File: src/rtl/l1_result_streamer_pkg.sv
// Shared types and constants for the layer-1 result streamer.
package l1s_pkg;

    localparam int PIX_W       = 13;
    localparam int FRAME_BEATS = 1024;
    localparam int L1_BASE     = 0;

    typedef logic [PIX_W-1:0] pix_t;

    typedef enum logic [1:0] {
        IDLE,
        STREAM,
        DRAIN,
        DONE
    } state_t;

endpackage

File: src/rtl/l1_result_streamer_if.sv
// Valid/ready pixel stream carrying the layer-1 map out of the streamer.
interface l1_result_streamer_if #(
    parameter int DATA_W = l1s_pkg::PIX_W
);
    logic              m_valid;
    logic              m_ready;
    logic [DATA_W-1:0] m_data;
    logic              m_last;

    modport master (output m_valid, output m_data, output m_last, input m_ready);
    modport slave  (input m_valid, input m_data, input m_last, output m_ready);
endinterface

File: src/rtl/l1_result_streamer_fifo2.sv
// Two-entry FIFO with flush; the caller's credit logic guarantees it never overflows.
module stream_fifo2 #(
    parameter int W = 13
) (
    input  logic         clk,
    input  logic         reset,
    input  logic         push,
    input  logic [W-1:0] push_data,
    input  logic         pop,
    input  logic         flush,
    output logic [1:0]   count,
    output logic [W-1:0] head
);
    logic [W-1:0] mem_q [2];
    logic [W-1:0] mem_d [2];
    logic         rd_ptr_q, rd_ptr_d;
    logic         wr_ptr_q, wr_ptr_d;
    logic [1:0]   count_q, count_d;

    // NOTE: every _d takes its _q as the default first, so no path leaves it unassigned (no latch).
    always_comb begin
        mem_d    = mem_q;
        rd_ptr_d = rd_ptr_q;
        wr_ptr_d = wr_ptr_q;
        count_d  = count_q;
        if (flush) begin
            rd_ptr_d = 1'b0;
            wr_ptr_d = 1'b0;
            count_d  = 2'd0;
        end else begin
            if (push) begin
                mem_d[wr_ptr_q] = push_data;
                wr_ptr_d        = ~wr_ptr_q;
            end
            if (pop) begin
                rd_ptr_d = ~rd_ptr_q;
            end
            count_d = count_q + {1'b0, push} - {1'b0, pop};
        end
    end

    // NOTE: non-blocking only in clocked logic; the two data words are reset too so head is never X.
    always_ff @(posedge clk or negedge reset) begin
        if (!reset) begin
            mem_q    <= '{default: '0};
            rd_ptr_q <= 1'b0;
            wr_ptr_q <= 1'b0;
            count_q  <= 2'd0;
        end else begin
            mem_q    <= mem_d;
            rd_ptr_q <= rd_ptr_d;
            wr_ptr_q <= wr_ptr_d;
            count_q  <= count_d;
        end
    end

    assign count = count_q;
    assign head  = mem_q[rd_ptr_q];

endmodule

File: src/rtl/l1_result_streamer.sv
// Streams layer 1 out of the layer memory in raster order after the conv engine
// finishes, and accumulates per-frame max and sum of the accepted beats.
module l1_result_streamer
    import l1s_pkg::*;
#(
    parameter int MAP_W  = 32,
    parameter int DATA_W = PIX_W,
    parameter int ADDR_W = 12,
    parameter int SUM_W  = 23
) (
    input  logic                 clk,
    input  logic                 reset,
    input  logic                 conv_busy,
    output logic                 l1_csel,
    output logic                 l1_rd,
    output logic [ADDR_W-1:0]    l1_addr,
    input  logic [DATA_W-1:0]    l1_rdata,
    l1_result_streamer_if.master m_axis,
    output logic                 done,
    output logic                 err_overrun,
    output logic [DATA_W-1:0]    frame_max,
    output logic [SUM_W-1:0]     frame_sum
);
    localparam int               CNT_W    = $clog2(MAP_W * MAP_W);
    localparam logic [CNT_W-1:0] LAST_IDX = CNT_W'(MAP_W * MAP_W - 1);

    state_t            state_q, state_d;
    logic              busy_q, busy_d;
    logic              inflight_q, inflight_d;
    logic              err_q, err_d;
    logic [CNT_W-1:0]  rd_cnt_q, rd_cnt_d;
    logic [CNT_W-1:0]  beat_cnt_q, beat_cnt_d;
    logic [DATA_W-1:0] max_q, max_d;
    logic [SUM_W-1:0]  sum_q, sum_d;

    logic [1:0]        fifo_count;
    logic [DATA_W-1:0] fifo_head;
    logic              fifo_nempty, fifo_push, fifo_pop;
    logic              m_valid, m_last, xfer;
    logic [DATA_W-1:0] m_data;
    logic              trigger, active, abort, credit_ok;

    assign trigger = busy_q & ~conv_busy;
    assign active  = (state_q == STREAM) || (state_q == DRAIN);
    assign abort   = active & conv_busy;

    // Returning read data bypasses an empty FIFO so the first beat is valid the cycle it arrives.
    assign fifo_nempty = (fifo_count != 2'd0);
    assign m_valid     = fifo_nempty | inflight_q;
    assign m_data      = fifo_nempty ? fifo_head : (inflight_q ? l1_rdata : '0);
    assign m_last      = m_valid & (beat_cnt_q == LAST_IDX);
    assign xfer        = m_valid & m_axis.m_ready;
    assign fifo_push   = inflight_q & ~(~fifo_nempty & m_axis.m_ready);
    assign fifo_pop    = fifo_nempty & m_axis.m_ready;
    assign credit_ok   = ({1'b0, fifo_count} + {2'b00, inflight_q}) < 3'd2;

    stream_fifo2 #(.W(DATA_W)) u_fifo (
        .clk       (clk),
        .reset     (reset),
        .push      (fifo_push),
        .push_data (l1_rdata),
        .pop       (fifo_pop),
        .flush     (abort),
        .count     (fifo_count),
        .head      (fifo_head)
    );

    always_comb begin
        state_d    = state_q;
        busy_d     = conv_busy;
        rd_cnt_d   = rd_cnt_q;
        beat_cnt_d = beat_cnt_q;
        max_d      = max_q;
        sum_d      = sum_q;
        err_d      = 1'b0;
        l1_rd      = 1'b0;

        if (xfer) begin
            beat_cnt_d = beat_cnt_q + CNT_W'(1);
            if (m_data > max_q) max_d = m_data;
            sum_d = sum_q + SUM_W'(m_data);
        end

        unique case (state_q)
            IDLE: begin
                if (trigger) begin
                    state_d    = STREAM;
                    rd_cnt_d   = '0;
                    beat_cnt_d = '0;
                    max_d      = '0;
                    sum_d      = '0;
                end
            end
            STREAM: begin
                if (credit_ok && !conv_busy) begin
                    l1_rd    = 1'b1;
                    rd_cnt_d = rd_cnt_q + CNT_W'(1);
                    if (rd_cnt_q == LAST_IDX) state_d = DRAIN;
                end
            end
            DRAIN:   if (xfer && m_last) state_d = DONE;
            DONE:    state_d = IDLE;
            default: state_d = IDLE;
        endcase

        // No read is issued while conv_busy is high, so nothing is left in flight after an abort.
        if (abort) begin
            state_d = IDLE;
            err_d   = 1'b1;
        end
    end

    assign inflight_d = l1_rd;

    always_ff @(posedge clk or negedge reset) begin
        if (!reset) begin
            state_q    <= IDLE;
            busy_q     <= 1'b0;
            inflight_q <= 1'b0;
            err_q      <= 1'b0;
            rd_cnt_q   <= '0;
            beat_cnt_q <= '0;
            max_q      <= '0;
            sum_q      <= '0;
        end else begin
            state_q    <= state_d;
            busy_q     <= busy_d;
            inflight_q <= inflight_d;
            err_q      <= err_d;
            rd_cnt_q   <= rd_cnt_d;
            beat_cnt_q <= beat_cnt_d;
            max_q      <= max_d;
            sum_q      <= sum_d;
        end
    end

    assign l1_csel        = active;
    assign l1_addr        = ADDR_W'(L1_BASE) + ADDR_W'(rd_cnt_q);
    assign done           = (state_q == DONE);
    assign err_overrun    = err_q;
    assign frame_max      = max_q;
    assign frame_sum      = sum_q;
    assign m_axis.m_valid = m_valid;
    assign m_axis.m_data  = m_data;
    assign m_axis.m_last  = m_last;

endmodule

File: src/flat_wrapper.sv
// flat-port wrapper written by rule: the top's interface ports become plain ports
module l1_result_streamer_flat import l1s_pkg::*;
#(
    parameter int MAP_W  = 32,
    parameter int DATA_W = PIX_W,
    parameter int ADDR_W = 12,
    parameter int SUM_W  = 23
)
  (clk, reset, conv_busy, l1_csel, l1_rd, l1_addr, l1_rdata, done, err_overrun, frame_max, frame_sum, m_axis_m_valid, m_axis_m_data, m_axis_m_last, m_axis_m_ready);
  l1_result_streamer_if #(.DATA_W(DATA_W)) m_axis_i ();
  input  logic clk;
  input  logic reset;
  input  logic conv_busy;
  output logic l1_csel;
  output logic l1_rd;
  output logic [ADDR_W-1:0] l1_addr;
  input  logic [DATA_W-1:0] l1_rdata;
  output logic done;
  output logic err_overrun;
  output logic [DATA_W-1:0] frame_max;
  output logic [SUM_W-1:0] frame_sum;
  output wire logic [$bits(m_axis_i.m_valid)-1:0] m_axis_m_valid;
  output wire logic [$bits(m_axis_i.m_data)-1:0] m_axis_m_data;
  output wire logic [$bits(m_axis_i.m_last)-1:0] m_axis_m_last;
  input wire logic [$bits(m_axis_i.m_ready)-1:0] m_axis_m_ready;
  assign m_axis_m_valid = m_axis_i.m_valid;
  assign m_axis_m_data = m_axis_i.m_data;
  assign m_axis_m_last = m_axis_i.m_last;
  assign m_axis_i.m_ready = m_axis_m_ready;
  l1_result_streamer #(.MAP_W(MAP_W), .DATA_W(DATA_W), .ADDR_W(ADDR_W), .SUM_W(SUM_W)) u_core (.clk(clk), .reset(reset), .conv_busy(conv_busy), .l1_csel(l1_csel), .l1_rd(l1_rd), .l1_addr(l1_addr), .l1_rdata(l1_rdata), .m_axis(m_axis_i), .done(done), .err_overrun(err_overrun), .frame_max(frame_max), .frame_sum(frame_sum));
endmodule
File: config.mk
export PLATFORM = sky130hd
export DESIGN_NAME = l1_result_streamer_flat
export DESIGN_NICKNAME = d
export VERILOG_FILES = /design/src/rtl/l1_result_streamer_pkg.sv /design/src/rtl/l1_result_streamer_if.sv /design/src/rtl/l1_result_streamer_fifo2.sv /design/src/rtl/l1_result_streamer.sv /design/src/flat_wrapper.sv
export SDC_FILE = /design/constraint.sdc
export NUM_CORES = 1
export LEC_CHECK = 0
export ABC_AREA = 1
export CORE_MARGIN = 10
export CORE_UTILIZATION = 45
export DETAILED_ROUTE_END_ITERATION = 10
export GPL_ROUTABILITY_DRIVEN = 0
export PLACE_DENSITY = 0.72
export SLEW_MARGIN = 20
export SYNTH_ARGS = -nofsm -noshare
export SYNTH_HDL_FRONTEND = slang
export SYNTH_SLANG_ARGS = --single-unit
export TNS_END_PERCENT = 5
File: constraint.sdc
create_clock -name clk -period 3 [get_ports clk]
set_input_delay 0.3 -clock clk [delete_from_list [all_inputs] [get_ports clk]]
set_output_delay 0.3 -clock clk [all_outputs]
set_load 0.02 [all_outputs]
# Yosys cells after proc, flatten, opt, wreduce, memory -nomap -nowiden
# Index checks and enable logic that the tools add are counted.
dict set report word_totals {
  register_bits 91
  latch_bits 0
  ram_bits 0
  rom_bits 0
  input_bits 17
  output_inout_bits 67
  word_cells 99
  n_memories 0
}
dict set report op_classes {
  add_sub_neg 6
  multipliers 0
  div_mod_pow 0
  magnitude_cmp 5
  n_eq_ne 11
  n_shift 0
  mux 35
  bitwise_logic 16
  reduce_logical 13
}
# operator n
set op_table {}
lappend op_table {{$mux W13} 10}
lappend op_table {{$mux W23} 3}
lappend op_table {{$mux W10} 5}
lappend op_table {{$bwmux W26} 1}
lappend op_table {{$add A23 B13 Y23} 1}
lappend op_table {{$add A10 B1 Y10 const B} 2}
lappend op_table {{$eq A10 B10 Y1 const B} 2}
lappend op_table {{$pmux W10 S2} 1}
lappend op_table {{$demux W13 S1} 1}
lappend op_table {{$gt A13 B13 Y1} 1}
lappend op_table {{$mux W2} 6}
lappend op_table {{$ne A3 B2 Y1 const B} 3}
lappend op_table {{$pmux W2 S4} 1}
lappend op_table {{$reduce_bool A2 Y1} 4}
lappend op_table {{$and A1 B1 Y1} 7}
lappend op_table {{$mux W1} 7}
lappend op_table {{$not A1 Y1} 6}
lappend op_table {{$eq A2 B2 Y1 const B} 2}
lappend op_table {{$ge A2 B2 Y1 const B} 2}
lappend op_table {{$not A1 Y2} 2}
lappend op_table {{$reduce_and A4 Y1} 1}
lappend op_table {{$add A2 B1 Y3} 1}
lappend op_table {{$logic_and A1 B1 Y1} 3}
lappend op_table {{$lt A3 B2 Y1 const B} 1}
lappend op_table {{13 further kinds} 13}

# Logic depth before layout (Yosys ltp)
# Gate-level depths: netlist of run 1.
dict set report logic_depth {
  depth_word 10
  mapped_depth 19
}

# By module
# Synthesis of run 1 repeated with hierarchy kept, for this count alone.
dict set report unflattened {
  hier_cells 831
  hier_area_um2 6138.4
}
# module n_inst cells_each area_each_um2
set by_module_without_submodules {}
lappend by_module_without_submodules {l1_result_streamer 1 695 4640.7}
lappend by_module_without_submodules {stream_fifo2 1 136 1497.7}

# Worst setup path before layout of run 1
# Ideal clock, no wire load.
dict set report synth_path {
  kind {register to register}
  startpoint {register u_core.u_fifo.count_q[0], in the netlist u_core.u_fifo.count[0]}
  endpoint {register u_core.max_q[12], in the netlist u_core.frame_max[12]}
  setup_ns 0.119
  arrival_time_ns 2.401
  setup_slack_ns 0.480
  path_stages_with_launch 18
  n_path_buf 2
  synth_period_minus_slack_ns 2.520
  cell_sequence {dfrtp_1 > nor2_4 > inv_2 > nor2_4 > inv_2 > buf_6 > o21a_1 > inv_1 > ha_1 > nand2_1 > inv_1 > nand2_1 > nand2_1 > a21oi_1 > nand2_4 > buf_2 > a21oi_1 > nor2_1}
}
dict set report synth_via {
  elab_chain_cells 7
  elab_cells_between_ends 9
  cone_classes {order compare: 1; mux: 5; bitwise: 2; reduce/logical: 1}
}
# element line_no
set synth_rtl {}
lappend synth_rtl {{start: declaration} l1_result_streamer_fifo2.sv:18} ;# logic [1:0] count_q, count_d;
lappend synth_rtl {{start signal: assignment} l1_result_streamer_fifo2.sv:53} ;# count_q <= count_d;
lappend synth_rtl {{$reduce_bool A2 Y1 *} l1_result_streamer.sv:48} ;# assign fifo_nempty = (fifo_count != 2'd0);
lappend synth_rtl {{$mux W13 *} l1_result_streamer.sv:50} ;# assign m_data = fifo_nempty ? fifo_head : (inflight_q ? l1_rdata : '0);
lappend synth_rtl {{net m_axis_m_data[12]} flat_wrapper.sv:23} ;# output wire logic [$bits(m_axis_i.m_data)-1:0] m_axis_m_data;
lappend synth_rtl {{$gt A13 B13 Y1} l1_result_streamer.sv:80} ;# if (m_data > max_q) max_d = m_data;
lappend synth_rtl {{$mux W13 *} l1_result_streamer.sv:80}
lappend synth_rtl {{$mux W13 *} l1_result_streamer.sv:78} ;# if (xfer) begin
lappend synth_rtl {{$mux W13} l1_result_streamer.sv:86} ;# if (trigger) begin
lappend synth_rtl {{$mux W13 *} l1_result_streamer.sv:84} ;# unique case (state_q)
lappend synth_rtl {{net u_core.max_d[12]} l1_result_streamer.sv:33} ;# logic [DATA_W-1:0] max_q, max_d;
lappend synth_rtl {{end signal: assignment} l1_result_streamer.sv:132} ;# max_q <= max_d;
lappend synth_rtl {{end: declaration} l1_result_streamer.sv:33}
# The timed path passes the listed nets; every way through them passes the cells marked *.
# A chain may end at the register's enable or synchronous reset.

# Worst setup path after layout of run 1
dict set report layout_path {
  startpoint {register u_core.u_fifo.count_q[1], in the netlist u_core.u_fifo.count[1]}
  endpoint {register u_core.max_q[5], in the netlist u_core.frame_max[5]}
}
dict set report layout_via {
  elab_chain_cells 7
  elab_cells_between_ends 9
  cone_classes {order compare: 1; mux: 5; bitwise: 2; reduce/logical: 1}
}
# element line_no
set layout_rtl {}
lappend layout_rtl {{$reduce_bool A2 Y1 *} l1_result_streamer.sv:48}
lappend layout_rtl {{$mux W13} l1_result_streamer.sv:50}
lappend layout_rtl {{$gt A13 B13 Y1} l1_result_streamer.sv:80}
lappend layout_rtl {{$mux W13} l1_result_streamer.sv:80}
lappend layout_rtl {{$mux W13 *} l1_result_streamer.sv:78}
lappend layout_rtl {{$mux W13} l1_result_streamer.sv:86}
lappend layout_rtl {{$mux W13 *} l1_result_streamer.sv:84}
lappend layout_rtl {{net u_core.max_d[5]} l1_result_streamer.sv:33}
# Marks and branches as above.

==> results.cfg, run 1 <==
[cts]
h-tree-depth = 3
cts_root_buffer = clkbuf_16
numCtsBuffers = 9
worst_skew_pair.late_latency_ns = 0.35
clock-sinks = 91
clockBufferDepth = 2
postCtsHoldBufs = 0
clk_pin_slew_worst_paths_ns = 0.07
cts_tree = done

[timing]
fmax_ghz = 0.366
finalClockSkew_ns = 0.00816
grt_setup_unrepaired = false
slew_headroom_pct = 54.1
setup_viol = 0
min_period_ns = 2.73
hold_viol_final = 8
tightest_slew_ns = 0.688
drv_slew = 0
period_share_pct = 91.0
whs_ns = -0.0102
tns_ns = 0
setup_ws_ns = 0.270

[setup_path]
crit_chain = nor2_4 > inv_2 > nor2_4 > inv_2 > o21a_1 > inv_1 > ha_1 > nand2_1 > inv_1 > nand2_1 > nand2_1 > a21oi_1 > nand2_4 > nand3_2 > nand2_1 > inv_1 > nor2_1
reg2regPathDepth = 17
reg2reg_slack_ns = 0.27
cp_max_fo = 12
required_ns = 3.24
reg2reg_from = u_core.u_fifo.count[1]
crit_path_start_kind = flip-flop
crit_slowest_cell = dfrtp_2
crit_top_cell = nand2_1
rr_endpoint = u_core.frame_max[5]
cp.arrival_ns = 2.97
crit_type = flip-flop to flip-flop
critPathMaxStageDelay_ns = 0.45
endpoint_kind = flip-flop

[detailed_routing]
drc_errors = 0
met1_length_um = 7350
viasPerCell = 5.00
ant_nets = 0
wl_met3_um = 876
drt_iter0_drc = 499
drt_first_pass_iters = 4
wl_per_cell_um = 14.2
dr_wl_met2_um = 6780
highest_layer = met4
wl_um = 15200
num_vias = 5345

[logic_synthesis]
async_flop_share_pct = 100
synth-seq-cells = 91
seq_area_frac_synth_pct = 39.1
ys_warn_count = 0
synthCells = 814
synth_ff_type = dfrtp_1
syn_area_um2 = 5830
synth-edff-count = 0
synth_cell_type_count = 40
yosys.area.top_type_share_pct = 39.1
netlist.top_cell.by_area = dfrtp_1
synth_area_leaders = dfrtp_1 39%, nand2_1 13%, inv_1 8.0%
syn_area_per_cell_um2 = 7.16

[floorplan]
die_area_um2 = 17900
core_um2 = 12700
start_util_pct = 46.0
pin_count = 84
die_h_um = 134
rows = 41
dieWidth_um = 134

[global_route]
grt_pass1_vias = 5190
grt_max_degree = 54
grtUsageTotal_pct = 17.3
antenna_found_initial = 0
overflow = 0
grt_pass1_wl_um = 25800

[run]
cap_violations = 0

[status]
status = finished with violations
violations = negative hold slack

[power_and_ir_drop]
power_mw = 9.00
cellPowerDensity_nw_per_um2 = 1260
ir_drop_uv = 792
power_leakage_nw = 3.71

[min_path]
hold_class = primary input to asynchronous set/reset pin

[cells_and_area]
area_growth_pct = 22.2
fillers = 1218
n_antenna_cell = 0
nets = 946
layout-drive-gt1-share_pct = 6.24

[place]
dp_slack_ns = 0.232
port_buffers = 81
place_hpwl_um = 11400
==> power by group <==
group | switching, mW | internal (mW) | total [mW]
registers | 0.399 | 1.71 | 2.10
logic | 3.51 | 2.16 | 5.67
clock network | 0.488 | 0.728 | 1.22
==> cells in the mapped netlist, drive strengths merged, types with 2 or more instances <==
master and number:
or2 2, nand4 19, clkbuf 5, a22oi 2, dfrtp 91, nand3 56
o31ai 2, o21a 11, nor2 113, inv 134, buf 19, a21oi 40
xor2 6, ha 35, o21ai 51, o211ai 7, nor3 8, nand2 204
==> cells in the final DEF, fill, tap and decap left out, types with 5 or more instances in the layout <==
| cell type | netlist | routed |
|---|---|---|
| nor2_1 | 107 | 107 |
| inv_1 | 124 | 124 |
| nand4_1 | 19 | 19 |
| nand3_1 | 53 | 53 |
| inv_2 | 10 | 10 |
| nand2_1 | 199 | 199 |
| clkdlybuf4s50_1 | 0 | 80 |
| buf_4 | 2 | 9 |
| a21oi_1 | 39 | 38 |
| nor3_1 | 7 | 7 |
| o21a_1 | 11 | 10 |
| o21ai_0 | 48 | 48 |
| ha_1 | 35 | 34 |
| clkbuf_16 | 0 | 9 |
| o211ai_1 | 6 | 6 |
| nor2_2 | 4 | 5 |
| xor2_1 | 6 | 6 |
| dfrtp_1 | 91 | 90 |
==> cells by family (layout without fill, tap and decap cells) <==
| group | after synthesis | in the layout | synth area share, % |
|---|---|---|---|
| DFF | 91 | 91 | 39.1 |
| AOI/OAI and AO/OA | 115 | 115 | 11.1 |
| and+or+nand+nor | 405 | 406 | 29.8 |
| xor gates and xnor gates | 7 | 7 | 1.05 |
| buffers and inverters | 159 | 240 | 11.1 |
| adders and majority gates | 36 | 36 | 7.86 |
| other | 1 | 2 | 0.0644 |
==> what timing repair did <==
action                                  CTS  global route
endpoints found under the setup margin    0            11
hold endpoints to repair                  0             0
buffers inserted                          0             0
gates resized for setup                   0             4
==> sequential cells by signal (all words and copies together), names as in the netlist <==
name and cells:
u_core.u_fifo.mem_q 26, u_core.frame_sum 23, u_core.frame_max 13, u_core.beat_cnt_q 10, u_core.rd_cnt_q 10, u_core.state_q 2, u_core.u_fifo.count 2, u_core.busy_q 1
u_core.err_overrun 1, u_core.inflight_q 1, u_core.u_fifo.rd_ptr_q 1, u_core.u_fifo.wr_ptr_q 1
==> through the flow <==
stage | utilization, % | area [um^2] | instances | hold WS, ns
2_1_floorplan | - | 5830 | 815 | 0.00441
3_3_place_gp | 53.6 | 6800 | 1053 | 0.392
6_report | 56.2 | 7120 | 1069 | -0.0102
4_1_cts | 56.1 | 7100 | 1068 | 0.0209
3_5_place_dp | 53.6 | 6800 | 1053 | 0.391
5_1_grt | 56.2 | 7120 | 1069 | 0.0497
==> critical path, delay by kind of cell, from the launching register on <==
| family | cells | cell delay (ns) |
|---|---|---|
| simple gates | 9 | 0.99 |
| flops | 1 | 0.45 |
| compound gates | 2 | 0.45 |
| buf+inv | 5 | 0.44 |
| fa+ha+maj | 1 | 0.28 |
==> worst max-delay path by stage <==
stage | startpoint | to | slack (ns) | depth (start not counted)
finish | u_core.u_fifo.count[1] | u_core.frame_max[5] | 0.27 | 17
global route | u_core.u_fifo.count[0] | u_core.frame_max[3] | 0.02 | 17
CTS | u_core.u_fifo.count[0] | u_core.frame_sum[22] | 0.22 | 15
detailed placement | u_core.u_fifo.count[0] | u_core.frame_sum[22] | 0.23 | 15
global placement | u_core.u_fifo.count[1] | u_core.frame_sum[22] | 0.27 | 16
floorplan | u_core.u_fifo.count[0] | u_core.frame_max[12] | 0.48 | 17
==> cell type report <==
class / count / area, um^2 / share of cell area [%]
multi-input cells: 566 / 2920 / 41.0
flip-flops and latches: 91 / 2280 / 32.0
well taps: 172 / 215 / 3.02
clock inverters: 4 / 76.3 / 1.07
repair buffers: 90 / 888 / 12.5
inverters: 135 / 507 / 7.12
clock buffers: 11 / 233 / 3.27
==> metal layers <==
layer / vias up / track usage (%)
met5: - / 0
met4: 0 / 6.17
met3: 11 / 3.85
met2: 124 / 27.0
met1: 2474 / 23.1
li1: 2736 / -
Note: power is estimated with default switching activity, not from simulation.
==> inputs of run 2 (changes only) <==
- PLACE_DENSITY: 0.72 -> 0.79
- SYNTH_HIERARCHICAL: default -> 1
==> run 2 against run 1 <==
Effect of this change:
- the run now ends clean
- sequential power about the same
- sequential share of layout area is 1.3 points lower
- register-to-register slack worse by 0.08 ns
- area after synthesis grew 5.4%
- synthesized cell count is 2.1% higher
- via count increased by 4.4%
- die area up 4.6%
- final area up 4.3%
- cell count rose by 2.5%
- critical endpoint is now u_core/frame_sum[21]
- highest routed layer unchanged
==> results.cfg, run 2 <==
[floorplan]
die_h_um = 137
core_um2 = 13300
dieWidth_um = 137
pin_count = 84
die_area_um2 = 18700
start_util_pct = 46.2
rows = 42

[detailed_routing]
drt_iter0_drc = 505
ant_nets = 0
num_vias = 5582
drc_errors = 0
viasPerCell = 5.09
wl_per_cell_um = 14.5
drt_first_pass_iters = 5
wl_um = 15900

[cts]
clock-sinks = 91
clk_pin_slew_worst_paths_ns = 0.07
h-tree-depth = 3
cts_tree = done
worst_skew_pair.late_latency_ns = 0.35
clockBufferDepth = 2
numCtsBuffers = 9
cts_root_buffer = clkbuf_16
postCtsHoldBufs = 0

[setup_path]
critPathBufInv = 3
crit_slowest_cell = dfrtp_1
cp_max_fo = 15
cp.arrival_ns = 3.05
cp_top_family = compound AO/OA/AOI/OAI gates
crit_path_start_kind = flip-flop
required_ns = 3.24
crit_type = flip-flop to flip-flop
crit_top_cell = nor2_1
critPathMaxStageDelay_ns = 0.40
crit_chain = buf_12 > mux2_4 > o21ai_0 > inv_1 > ha_1 > nand2_1 > inv_1 > a21oi_1 > nor2_1 > nor2_1 > nand2_1 > a21oi_1 > nor2_1
endpoint_kind = flip-flop

[logic_synthesis]
seq_area_frac_synth_pct = 37.1
ys_warn_count = 6
yosys.area.top_type_share_pct = 37.1
synth_ff_type = dfrtp_1
yosysMostFrequentCell = nand2_1
netlist.top_cell.by_area = dfrtp_1
async_flop_share_pct = 100
synthCells = 831
syn_area_per_cell_um2 = 7.39
synth-edff-count = 0
synth_area_leaders = dfrtp_1 37%, nand2_1 14%, inv_1 8.0%
syn_area_um2 = 6140
synthTopCellsByCount = 225 x nand2_1, 131 x inv_1, 91 x dfrtp_1
synth-seq-cells = 91
synth_cell_type_count = 40

[place]
place_hpwl_um = 11900
port_buffers = 81
dp.cells = 1079
dpl-instance-area_um2 = 7130

[cells_and_area]
final_common_cell = nand2_1
finalInstanceArea_um2 = 7430
largest_reg_flops = 26
n_antenna_cell = 0
nets = 970
area_growth_pct = 21.0
final_cell_mix = 225 x nand2_1, 131 x inv_1, 91 x dfrtp_1
layout-drive-gt1-share_pct = 10.3
top_register = u_core/u_fifo/mem_q
fin_cells = 1096

[timing]
fmax_ghz = 0.356
setup_viol = 0
tightest_slew_ns = 0.786
period_share_pct = 93.7
finalClockSkew_ns = 0.00951
slew_headroom_pct = 47.6
hold_viol_final = 0
grt_setup_unrepaired = false
min_period_ns = 2.81
tns_ns = 0
drv_slew = 0

[global_route]
grt_pass1_vias = 5170
overflow = 0
grt_pass1_wl_um = 25600
antenna_found_initial = 0
grtUsageTotal_pct = 17.1
grt_max_degree = 61

[min_path]
hold_class = primary input to asynchronous set/reset pin

[power_and_ir_drop]
ir_drop_uv = 535
power_leakage_nw = 3.92
cellPowerDensity_nw_per_um2 = 1300

[status]
status = finished, final reports clean

[run]
cap_violations = 0
## run 2: changes by cell type in the layout (fill, tap and decap cells not counted), sizes merged, moves of 5 or more
cell and change:
nor2 -28, nand2 +25, mux2 +13, o21a -11, buf +9, o21ai +8, nand3 +5
## run 2: path summary, 6_finish.rpt
| kind | from | endpoint | slack, ns | cells past startpoint |
|---|---|---|---|---|
| max | u_core/u_fifo/rd_ptr_q | u_core/frame_sum[21] | 0.19 | 13 |
| min | reset | u_core/u_fifo/mem_q[6] | 0.04 | 1 |
| max reg2reg | u_core/u_fifo/rd_ptr_q | u_core/frame_sum[21] | 0.19 | 13 |
| min reg2reg | u_core/u_fifo/mem_q[14] | u_core/u_fifo/mem_q[14] | 0.49 | 2 |
| max in group asynchronous | reset | u_core/frame_sum[22] | 2.30 | 2 |
| min in group clk | u_core/u_fifo/mem_q[14] | u_core/u_fifo/mem_q[14] | 0.49 | 2 |
## run 2: worst register-to-register path, cell delays in order, from the launching register on
cell and delay, ns:
dfrtp_1 0.40, buf_12 0.16, mux2_4 0.29, o21ai_0 0.33
inv_1 0.17, ha_1 0.37, nand2_1 0.11, inv_1 0.05
a21oi_1 0.24, nor2_1 0.07, nor2_1 0.09, nand2_1 0.16
a21oi_1 0.19, nor2_1 0.06
## run 2: where the power goes
group | total, mW | internal, mW | switching [mW]
registers | 2.07 | 1.69 | 0.381
clock network | 1.11 | 0.576 | 0.532
logic | 6.49 | 2.54 | 3.95
total | 9.67 | 4.80 | 4.86
## run 2: kinds of logic after synthesis
family                   after synthesis  synth area share, %
AND/OR/NAND/NOR                      413                 29.3
buffers and inverters                161                 11.3
adder cells (fa/ha/maj)               38                 7.87
flip-flops                            91                 37.1
XOR/XNOR                               2                0.285
other                                  1               0.0611
AO/OA/AOI/OAI                        112                 11.2
multiplexers                          13                 2.87
## run 2: final cells by class
type | count | area (um^2)
flip-flops and latches | 91 | 2280
clock buffers | 9 | 225
repair buffers | 99 | 968
multi-input cells | 580 | 3180
fillers | 1230 | 5870
well taps | 176 | 220
clock inverters | 7 | 57.6
inverters | 134 | 503
## run 2: timing repair
action	in CTS	in global routing
setup buffers	0	1
setup endpoints to repair	0	21
gates resized for setup	0	3
## run 2: per-stage QoR
stage                     worst slack (ns)  hold WS (ns)  util (%)  power, mW
after floorplan                      0.368       0.00441         -       6.43
after global placement               0.218         0.440      53.7       8.33
after detailed placement             0.181         0.439      53.7       8.46
after CTS                            0.153        0.0659      55.8       9.64
after global routing               0.00788         0.104      55.9       10.6
final                                0.190        0.0384      55.9       9.67
## run 2: routing by layer
metal	vias up	share of wire, %	global-route usage [%]
li1	2816	-	-
met1	2613	44	21.5
met2	133	49	28.6
met3	20	5.1	2.90
met4	0	2.0	6.79
met5	-	0	0
